==> src/rtl/branch_predictor_if.sv <==
// Bundle between the fetch/execute pipeline and the branch predictor:
// lookup on the fetch side, resolve/update and misprediction flags on the EX side.
interface branch_predictor_if;
    logic [31:0] if_pc;
    logic        pred_taken;
    logic [31:0] pred_next_pc;

    logic        upd_valid;
    logic [31:0] upd_pc;
    logic        upd_is_branch;
    logic        upd_is_jump;
    logic        upd_taken;
    logic [31:0] upd_target;
    logic        upd_pred_taken;
    logic [31:0] upd_pred_target;

    logic        mispredict;
    logic [31:0] redirect_pc;
    logic [31:0] branch_count;
    logic [31:0] mispredict_count;

    modport master (
        output if_pc, upd_valid, upd_pc, upd_is_branch, upd_is_jump, upd_taken,
               upd_target, upd_pred_taken, upd_pred_target,
        input  pred_taken, pred_next_pc, mispredict, redirect_pc,
               branch_count, mispredict_count
    );

    modport slave (
        input  if_pc, upd_valid, upd_pc, upd_is_branch, upd_is_jump, upd_taken,
               upd_target, upd_pred_taken, upd_pred_target,
        output pred_taken, pred_next_pc, mispredict, redirect_pc,
               branch_count, mispredict_count
    );
endinterface

==> src/rtl/branch_predictor.sv <==
// Direct-mapped BTB with 2-bit saturating counters: zero-latency lookup for IF,
// single-cycle update and misprediction detection from the EX-stage resolve.
module branch_predictor #(
    parameter int INDEX_BITS = 5,
    parameter int TAG_BITS   = 32 - INDEX_BITS - 2
) (
    input  logic clk,
    input  logic reset,
    branch_predictor_if.slave bus
);
    localparam int ENTRIES = 1 << INDEX_BITS;

    logic                  valid_q  [ENTRIES];
    logic [TAG_BITS-1:0]   tag_q    [ENTRIES];
    logic [31:0]           target_q [ENTRIES];
    logic [1:0]            ctr_q    [ENTRIES];

    logic [INDEX_BITS-1:0] lk_idx;
    logic [TAG_BITS-1:0]   lk_tag;
    logic                  lk_hit;
    logic [INDEX_BITS-1:0] up_idx;
    logic [TAG_BITS-1:0]   up_tag;
    logic                  up_hit;
    logic                  is_ctrl;
    logic                  actual_taken;
    logic                  unused_pc_bits;

    assign unused_pc_bits = ^{bus.if_pc[1:0], bus.upd_pc[1:0]};

    assign lk_idx = bus.if_pc[INDEX_BITS+1:2];
    assign lk_tag = bus.if_pc[31:INDEX_BITS+2];
    assign lk_hit = valid_q[lk_idx] && (tag_q[lk_idx] == lk_tag);

    assign bus.pred_taken   = lk_hit && ctr_q[lk_idx][1];
    assign bus.pred_next_pc = bus.pred_taken ? target_q[lk_idx] : bus.if_pc + 32'd4;

    assign up_idx       = bus.upd_pc[INDEX_BITS+1:2];
    assign up_tag       = bus.upd_pc[31:INDEX_BITS+2];
    assign up_hit       = valid_q[up_idx] && (tag_q[up_idx] == up_tag);
    assign is_ctrl      = bus.upd_is_branch || bus.upd_is_jump;
    assign actual_taken = bus.upd_is_jump || (bus.upd_is_branch && bus.upd_taken);

    // A non-control instruction is "actually not taken", so an aliased
    // prediction of taken falls out of the same comparison.
    assign bus.mispredict  = bus.upd_valid &&
                             ((bus.upd_pred_taken != actual_taken) ||
                              (actual_taken && (bus.upd_pred_target != bus.upd_target)));
    assign bus.redirect_pc = actual_taken ? bus.upd_target : bus.upd_pc + 32'd4;

    always_ff @(posedge clk) begin
        if (reset) begin
            for (int i = 0; i < ENTRIES; i++) begin
                valid_q[i] <= 1'b0;
                ctr_q[i]   <= 2'd1;
            end
        end else if (bus.upd_valid) begin
            if (is_ctrl) begin
                if (up_hit) begin
                    if (bus.upd_is_jump)
                        ctr_q[up_idx] <= 2'd3;
                    else if (bus.upd_taken && ctr_q[up_idx] != 2'd3)
                        ctr_q[up_idx] <= ctr_q[up_idx] + 2'd1;
                    else if (!bus.upd_taken && ctr_q[up_idx] != 2'd0)
                        ctr_q[up_idx] <= ctr_q[up_idx] - 2'd1;
                end else if (actual_taken) begin
                    valid_q[up_idx] <= 1'b1;
                    ctr_q[up_idx]   <= bus.upd_is_jump ? 2'd3 : 2'd2;
                end
            end else if (up_hit) begin
                valid_q[up_idx] <= 1'b0;
            end
        end
    end

    // Tag is rewritten even on a hit (same value), which keeps allocate and
    // target refresh on one enable.
    always_ff @(posedge clk) begin
        if (!reset && bus.upd_valid && is_ctrl && actual_taken) begin
            tag_q[up_idx]    <= up_tag;
            target_q[up_idx] <= bus.upd_target;
        end
    end

    always_ff @(posedge clk) begin
        if (reset) begin
            bus.branch_count     <= 32'd0;
            bus.mispredict_count <= 32'd0;
        end else begin
            if (bus.upd_valid && is_ctrl)
                bus.branch_count <= bus.branch_count + 32'd1;
            if (bus.mispredict)
                bus.mispredict_count <= bus.mispredict_count + 32'd1;
        end
    end
endmodule

==> src/flat_wrapper.sv <==
// flat-port wrapper written by rule: the top's interface ports become plain ports
module branch_predictor_flat 
#(
    parameter int INDEX_BITS = 5,
    parameter int TAG_BITS   = 32 - INDEX_BITS - 2
)
  (clk, reset, bus_if_pc, bus_upd_valid, bus_upd_pc, bus_upd_is_branch, bus_upd_is_jump, bus_upd_taken, bus_upd_target, bus_upd_pred_taken, bus_upd_pred_target, bus_pred_taken, bus_pred_next_pc, bus_mispredict, bus_redirect_pc, bus_branch_count, bus_mispredict_count);
  branch_predictor_if bus_i ();
  input  logic clk;
  input  logic reset;
  input wire logic [$bits(bus_i.if_pc)-1:0] bus_if_pc;
  input wire logic [$bits(bus_i.upd_valid)-1:0] bus_upd_valid;
  input wire logic [$bits(bus_i.upd_pc)-1:0] bus_upd_pc;
  input wire logic [$bits(bus_i.upd_is_branch)-1:0] bus_upd_is_branch;
  input wire logic [$bits(bus_i.upd_is_jump)-1:0] bus_upd_is_jump;
  input wire logic [$bits(bus_i.upd_taken)-1:0] bus_upd_taken;
  input wire logic [$bits(bus_i.upd_target)-1:0] bus_upd_target;
  input wire logic [$bits(bus_i.upd_pred_taken)-1:0] bus_upd_pred_taken;
  input wire logic [$bits(bus_i.upd_pred_target)-1:0] bus_upd_pred_target;
  output wire logic [$bits(bus_i.pred_taken)-1:0] bus_pred_taken;
  output wire logic [$bits(bus_i.pred_next_pc)-1:0] bus_pred_next_pc;
  output wire logic [$bits(bus_i.mispredict)-1:0] bus_mispredict;
  output wire logic [$bits(bus_i.redirect_pc)-1:0] bus_redirect_pc;
  output wire logic [$bits(bus_i.branch_count)-1:0] bus_branch_count;
  output wire logic [$bits(bus_i.mispredict_count)-1:0] bus_mispredict_count;
  assign bus_i.if_pc = bus_if_pc;
  assign bus_i.upd_valid = bus_upd_valid;
  assign bus_i.upd_pc = bus_upd_pc;
  assign bus_i.upd_is_branch = bus_upd_is_branch;
  assign bus_i.upd_is_jump = bus_upd_is_jump;
  assign bus_i.upd_taken = bus_upd_taken;
  assign bus_i.upd_target = bus_upd_target;
  assign bus_i.upd_pred_taken = bus_upd_pred_taken;
  assign bus_i.upd_pred_target = bus_upd_pred_target;
  assign bus_pred_taken = bus_i.pred_taken;
  assign bus_pred_next_pc = bus_i.pred_next_pc;
  assign bus_mispredict = bus_i.mispredict;
  assign bus_redirect_pc = bus_i.redirect_pc;
  assign bus_branch_count = bus_i.branch_count;
  assign bus_mispredict_count = bus_i.mispredict_count;
  branch_predictor #(.INDEX_BITS(INDEX_BITS), .TAG_BITS(TAG_BITS)) u_core (.clk(clk), .reset(reset), .bus(bus_i));
endmodule
==> config.mk <==
export PLATFORM = sky130hd
export DESIGN_NAME = branch_predictor_flat
export DESIGN_NICKNAME = d
export VERILOG_FILES = /design/src/rtl/branch_predictor_if.sv /design/src/rtl/branch_predictor.sv /design/src/flat_wrapper.sv
export SDC_FILE = /design/constraint.sdc
export NUM_CORES = 2
export LEC_CHECK = 0
export ABC_CLOCK_PERIOD_IN_PS = 14850
export BUFFER_PORTS_ARGS = -buffer_cell sky130_fd_sc_hd__buf_4
export CORE_UTILIZATION = 60
export DETAILED_ROUTE_END_ITERATION = 10
export PLACE_DENSITY = 0.77
export SYNTH_ARGS = -nofsm -noshare
export SYNTH_HDL_FRONTEND = slang
export SYNTH_SLANG_ARGS = --single-unit
==> constraint.sdc <==
create_clock -name clk -period 14.85 [get_ports clk]
set_input_delay 2.2275 -clock clk [delete_from_list [all_inputs] [get_ports clk]]
set_output_delay 2.2275 -clock clk [all_outputs]
set_load 0.02 [all_outputs]
### After elaboration in Yosys (flattened, before gate mapping)

Memories as Yosys holds them, arrays and structs flattened.
Cells that the tools add are included.

* $add $sub $neg: 6
* eq/ne operators: 5
* muxes and demuxes: 49
* bitwise operators: 4
* reduce and logical (&&, ||, !) cells: 20

Operators with widths (count)
* 32-bit by 1-bit adder with 32-bit output, second input constant: 2
* 32-bit by 3-bit adder with 32-bit output, second input constant: 2
* 32-bit two-way mux: 2
* 25-bit == test: 2
* 1-bit two-way mux: 41
* 32-bit inequality test: 1
* 1-bit logical AND: 12
* 5-bit two-way mux: 2
* 2-bit two-way mux: 4
* 1-bit bitwise OR: 4
* 1-bit logical OR: 3
* 2-bit by 1-bit adder with 2-bit output, second input constant: 1
* 1-bit zero test: 2
* 2-bit inequality test, second input constant: 1
* 2-bit nonzero test: 1
* 2-bit OR reduction: 1
* 2-bit by 1-bit subtractor with 2-bit output, second input constant: 1
* 1-bit inequality test: 1
* 1-bit OR reduction: 1

* register bits: 64
* RAM bits: 1920
* bits of input ports: 135
* memories: 4

Memory list
* u_core.target_q: words 32, bits a word 32, rd ports 1, clocked after memory_dff 0, wr ports 1, line branch_predictor.sv:15 `logic [31:0] target_q [ENTRIES];`
* u_core.tag_q: words 32, bits a word 25, rd ports 2, clocked after memory_dff 0, wr ports 1, line branch_predictor.sv:14 `logic [TAG_BITS-1:0] tag_q [ENTRIES];`
* u_core.ctr_q: words 32, bits a word 2, rd ports 2, clocked after memory_dff 0, wr ports 32, line branch_predictor.sv:16 `logic [1:0] ctr_q [ENTRIES];`
* u_core.valid_q: words 32, bits a word 1, rd ports 2, clocked after memory_dff 0, wr ports 32, line branch_predictor.sv:13 `logic valid_q [ENTRIES];`

### Logic depth before layout (Yosys ltp)

An unclocked memory read counts as a cell.

* depth after elaboration: 15
* gate-level depth with buffers: 21
* mapped depth without buffers: 13

### Least setup slack after synthesis

No wires, ideal clock.

* path kind: input -> output
* start: input bus_if_pc[2]
* end: output bus_pred_next_pc[10]
* arrival time: 5.265 ns
* required time: 12.622 ns
* path slack: 7.358 ns
* stages on the path: 14
* path buffers: 5
* path through: buf_2 buf_2 buf_2 mux4_2 mux2i_1 o22a_1 o2111ai_1 xor2_1 nor4_1 and4b_1 buf_2 buf_2 nor2_1 a21oi_1

* cells in the longest elaborated chain, start to end: 5
* elaborated cells between the ends (all ways): 9

Ends and longest elaborated chain
* start: declaration: line flat_wrapper.sv:11 `input wire logic [$bits(bus_i.if_pc)-1:0] bus_if_pc;`
* memory 32 x 25 bit
* 25-bit == test: line branch_predictor.sv:32 `assign lk_hit = valid_q[lk_idx] && (tag_q[lk_idx] == lk_tag);`
* 1-bit logical AND: line branch_predictor.sv:32
* 1-bit logical AND: line branch_predictor.sv:34 `assign bus.pred_taken = lk_hit && ctr_q[lk_idx][1];`
* 32-bit two-way mux *: line branch_predictor.sv:35 `assign bus.pred_next_pc = bus.pred_taken ? target_q[lk_idx] : bus.if_pc + 32'd4;`
* end: declaration: line flat_wrapper.sv:21 `output wire logic [$bits(bus_i.pred_next_pc)-1:0] bus_pred_next_pc;`

Every way passes the cells marked *; elsewhere a longest branch is shown, timed or not.

### Worst setup path in the final report

* start: input bus_if_pc[2]
* end: output bus_pred_next_pc[6]

Same word-level chain as after synthesis.

==> key figures <==
Yosys
  • Async SR Flop Fraction: 0
  • Part of the Yosys area used for sequential elements: 0.682
  • Count of cell types in the netlist: 56
  • Top cell type by total area after synthesis: edfxtp_1
  • Synth warnings: 0
  • Synth area leaders: edfxtp_1 (67%), mux4_2 (15%), mux2i_1 (5.9%)
  • Syn Nets: 4919
  • Most frequent cell after synthesis: edfxtp_1
  • Synth Area in Simple Gates: 0.0407
  • Mux contribution to synthesized area: 0.206
  • Syn avg cell area: 18.1 um^2
  • Number of synthesized flops with an enable pin: 1920
  • Mapped Area: 86500 um^2
  • Main synth FF type: edfxtp_1
  • Main combinational cell family by area after synthesis: multiplexers
  • Top cell type's share of synthesized area: 0.667
  • Seq cells post-synth: 1984
  • Compound-cell area share of the yosys netlist: 0.0324
  • Synth Area in Adders: 0.00130
  • Top post-synthesis cells by count: edfxtp_1 (1920), mux4_2 (559), mux2i_1 (513)
  • Xor and xnor fraction of the mapped netlist area: 0.0192
  • Cells after synthesis: 4775

Job
  • MaxCap Viol Count: 0

Power
  • Clock group share of total power: 0.400
  • VDD IR-drop max: 0.134 mV
  • Sw Pwr: 2660 uW
  • Sw Share: 0.226
  • Design internal power: 9130 uW
  • Part of the power in combinational logic: 0.075
  • Flop pwr share: 0.525
  • Static Leak: 0.0319 uW
  • Cell Pwr Density: 122 nW/um^2

Setup path
  • Kind of critical path: in -> out
  • Worst endpoint data arrival time: 8200 ps
  • Crit-path max FO: 86
  • Req. time, crit path: 12620 ps
  • Worst setup SP type: input pin
  • Crit. End Element: output pin
  • CP max-delay cell: nor4_1
  • Worst path bufs/invs: 3
  • Worst path cell trace: buf_8, buf_12, mux4_2, mux4_2, mux2i_1, xnor2_1, nor4_1, and4b_4, mux2i_1, mux2i_1, buf_4
  • Largest stage delay, worst path: 1010 ps
  • CP most frequent cell: mux2i_1
  • CP top delay family: multiplexers

Timing
  • Fmax: 0.0959 GHz
  • Slew headroom: 0.0370
  • Setup TNS: 0 ps
  • Final Hold Vio Count: 0
  • Final setup viols: 0
  • Actual slew at the worst max-slew pin: 1440 ps
  • Clock Skew: 22.3 ps
  • Min Clock Period, post-route: 10420 ps
  • Slew Limit Fails: 0
  • Final Cycle Share: 0.702
  • RSZ-0062 raised after global routing: no

Run status
  • Status: complete, no violations

Die
  • Die area: 146000 um^2
  • Die Height: 382 um
  • Die W: 382 um
  • Initial Util: 0.608
  • Core Rows: 138
  • Area of the core: 142000 um^2
  • # IOs: 265

Global routing
  • Initial antenna violation count: 20
  • Total GRT Usage: 0.374
  • Grt ovf: 0
  • Pin count of the biggest net entering global routing: 151
  • First-pass GRT wire length: 379000 um
  • Number of global-route vias before repair: 51700

Finish
  • Layout cells sized above 1: 0.250
  • Syn-to-layout area delta: 11.6%
  • Post-layout util: 0.678
  • Nets: 5178

Routing
  • WL/cell: 38.5 um
  • Routed WL: 272000 um
  • Drt drc: 0
  • Via count: 52800
  • DRT Pass-1 Iters: 6
  • Iter 0 DRT Violations: 10300
  • Post-route antenna net violation count: 0
  • Vias per inst: 7.45

Clocking
  • Clk_lat worst skew: 850 ps
  • Post-cts resize count: 0
  • TritonCTS clock tree: done
  • CTS Hold Bufs: 0
  • H-tree depth: 4
  • Postcts setup bufs: 0
  • Clock Path Buffers: 3
  • CTS Sinks: 1984
  • CTS root buf: clkbuf_16
  • CTS buffer count: 191
  • Worst-path clk slew: 60 ps

Placement
  • GP Congestion: 0.913
  • Port Buffers: 264
  • DPL Wire Length: 152000 um

Hold path
  • Min-Delay Path Class: reg -> reg
## final timing paths
kind | from | end | slack (ps) | cells past startpoint
worst max-delay path | bus_if_pc[2] | bus_pred_next_pc[6] | 4430 | 11
worst min-delay path | u_core.bus.branch_count[31] | u_core.bus.branch_count[31] | 500 | 2
worst max register to register | u_core.tag_q[10][23] | u_core.ctr_q[14][0] | 9690 | 11
worst min register to register | u_core.bus.branch_count[31] | u_core.bus.branch_count[31] | 500 | 2
## layer usage
layer	up-vias	routed length, um	track usage
met5	-	231	0.0109
met4	8	16300	0.193
met3	892	41600	0.105
met2	5011	123000	0.561
met1	26800	91100	0.505
li1	20100	-	-
## cells by family (layout without fill, tap and decap cells)
kind of cell	after synthesis	after routing
fa+ha+maj	9	9
simple gates	752	752
flops	1984	1984
buf+inv	336	744
xor+xnor	190	190
other cells	0	8
mux	1079	1079
compound gates	425	425
## cell usage in the layout, fill, tap and decap left out, types with 39 or more instances in the layout
cell type,instances
edfxtp_1,1920
mux4_2,559
mux2i_1,512
buf_4,377
nor2_1,224
nand2_1,199
clkbuf_16,194
o22ai_1,184
xor2_1,130
nand3_1,106
dfxtp_1,64
nor4_1,62
xnor2_1,60
o21ai_0,56
clkinv_1,44
a21oi_1,43
a22oi_1,40
clkbuf_1,39
## per-stage QoR
step                      instances  power, uW  cell area (um^2)  hold WS (ps)  setup slack [ps]
after global routing           7077      12000             96500           552              4410
final                          7081      11800             96500           496              4430
after detailed placement       6731       7170             90500           482              4680
after CTS                      7073      11800             96500           495              4620
after global placement         6731       7150             90500           471              4730
after floorplan                4775       6810             86500           558              7360
## tightest hold or removal path, cell delays in order, from the launching register on
cell	delay, ps
dfxtp_1	320
o21ai_0	70
a21oi_1	60
## state kept, by name, summed over array words and instances (netlist names)
register                     count
u_core.ctr_q                    64
u_core.bus.branch_count         32
u_core.target_q               1024
u_core.bus.mispredict_count     32
u_core.valid_q                  32
u_core.tag_q                   800
## area by class of cell
cell class / instances / area [um^2]
tap: 1890 / 2360
sequential: 1984 / 58900
timing repair buffer: 386 / 2980
clock buffer: 241 / 5080
fill: 9028 / 45800
antenna: 8 / 20.0
multi-input combinational: 2455 / 26200
clock inverter: 101 / 881
inverter: 16 / 62.6
## power groups by stage
stage / clock network, uW / registers [uW] / logic [uW]
6_report: 4720 / 6190 / 882
5_1_grt: 4930 / 6190 / 908
4_1_cts: 4720 / 6190 / 863
3_5_place_dp: 0 / 6310 / 856
3_3_place_gp: 0 / 6310 / 844
2_1_floorplan: 0 / 6310 / 508
Power figures use the tool's default switching activity.
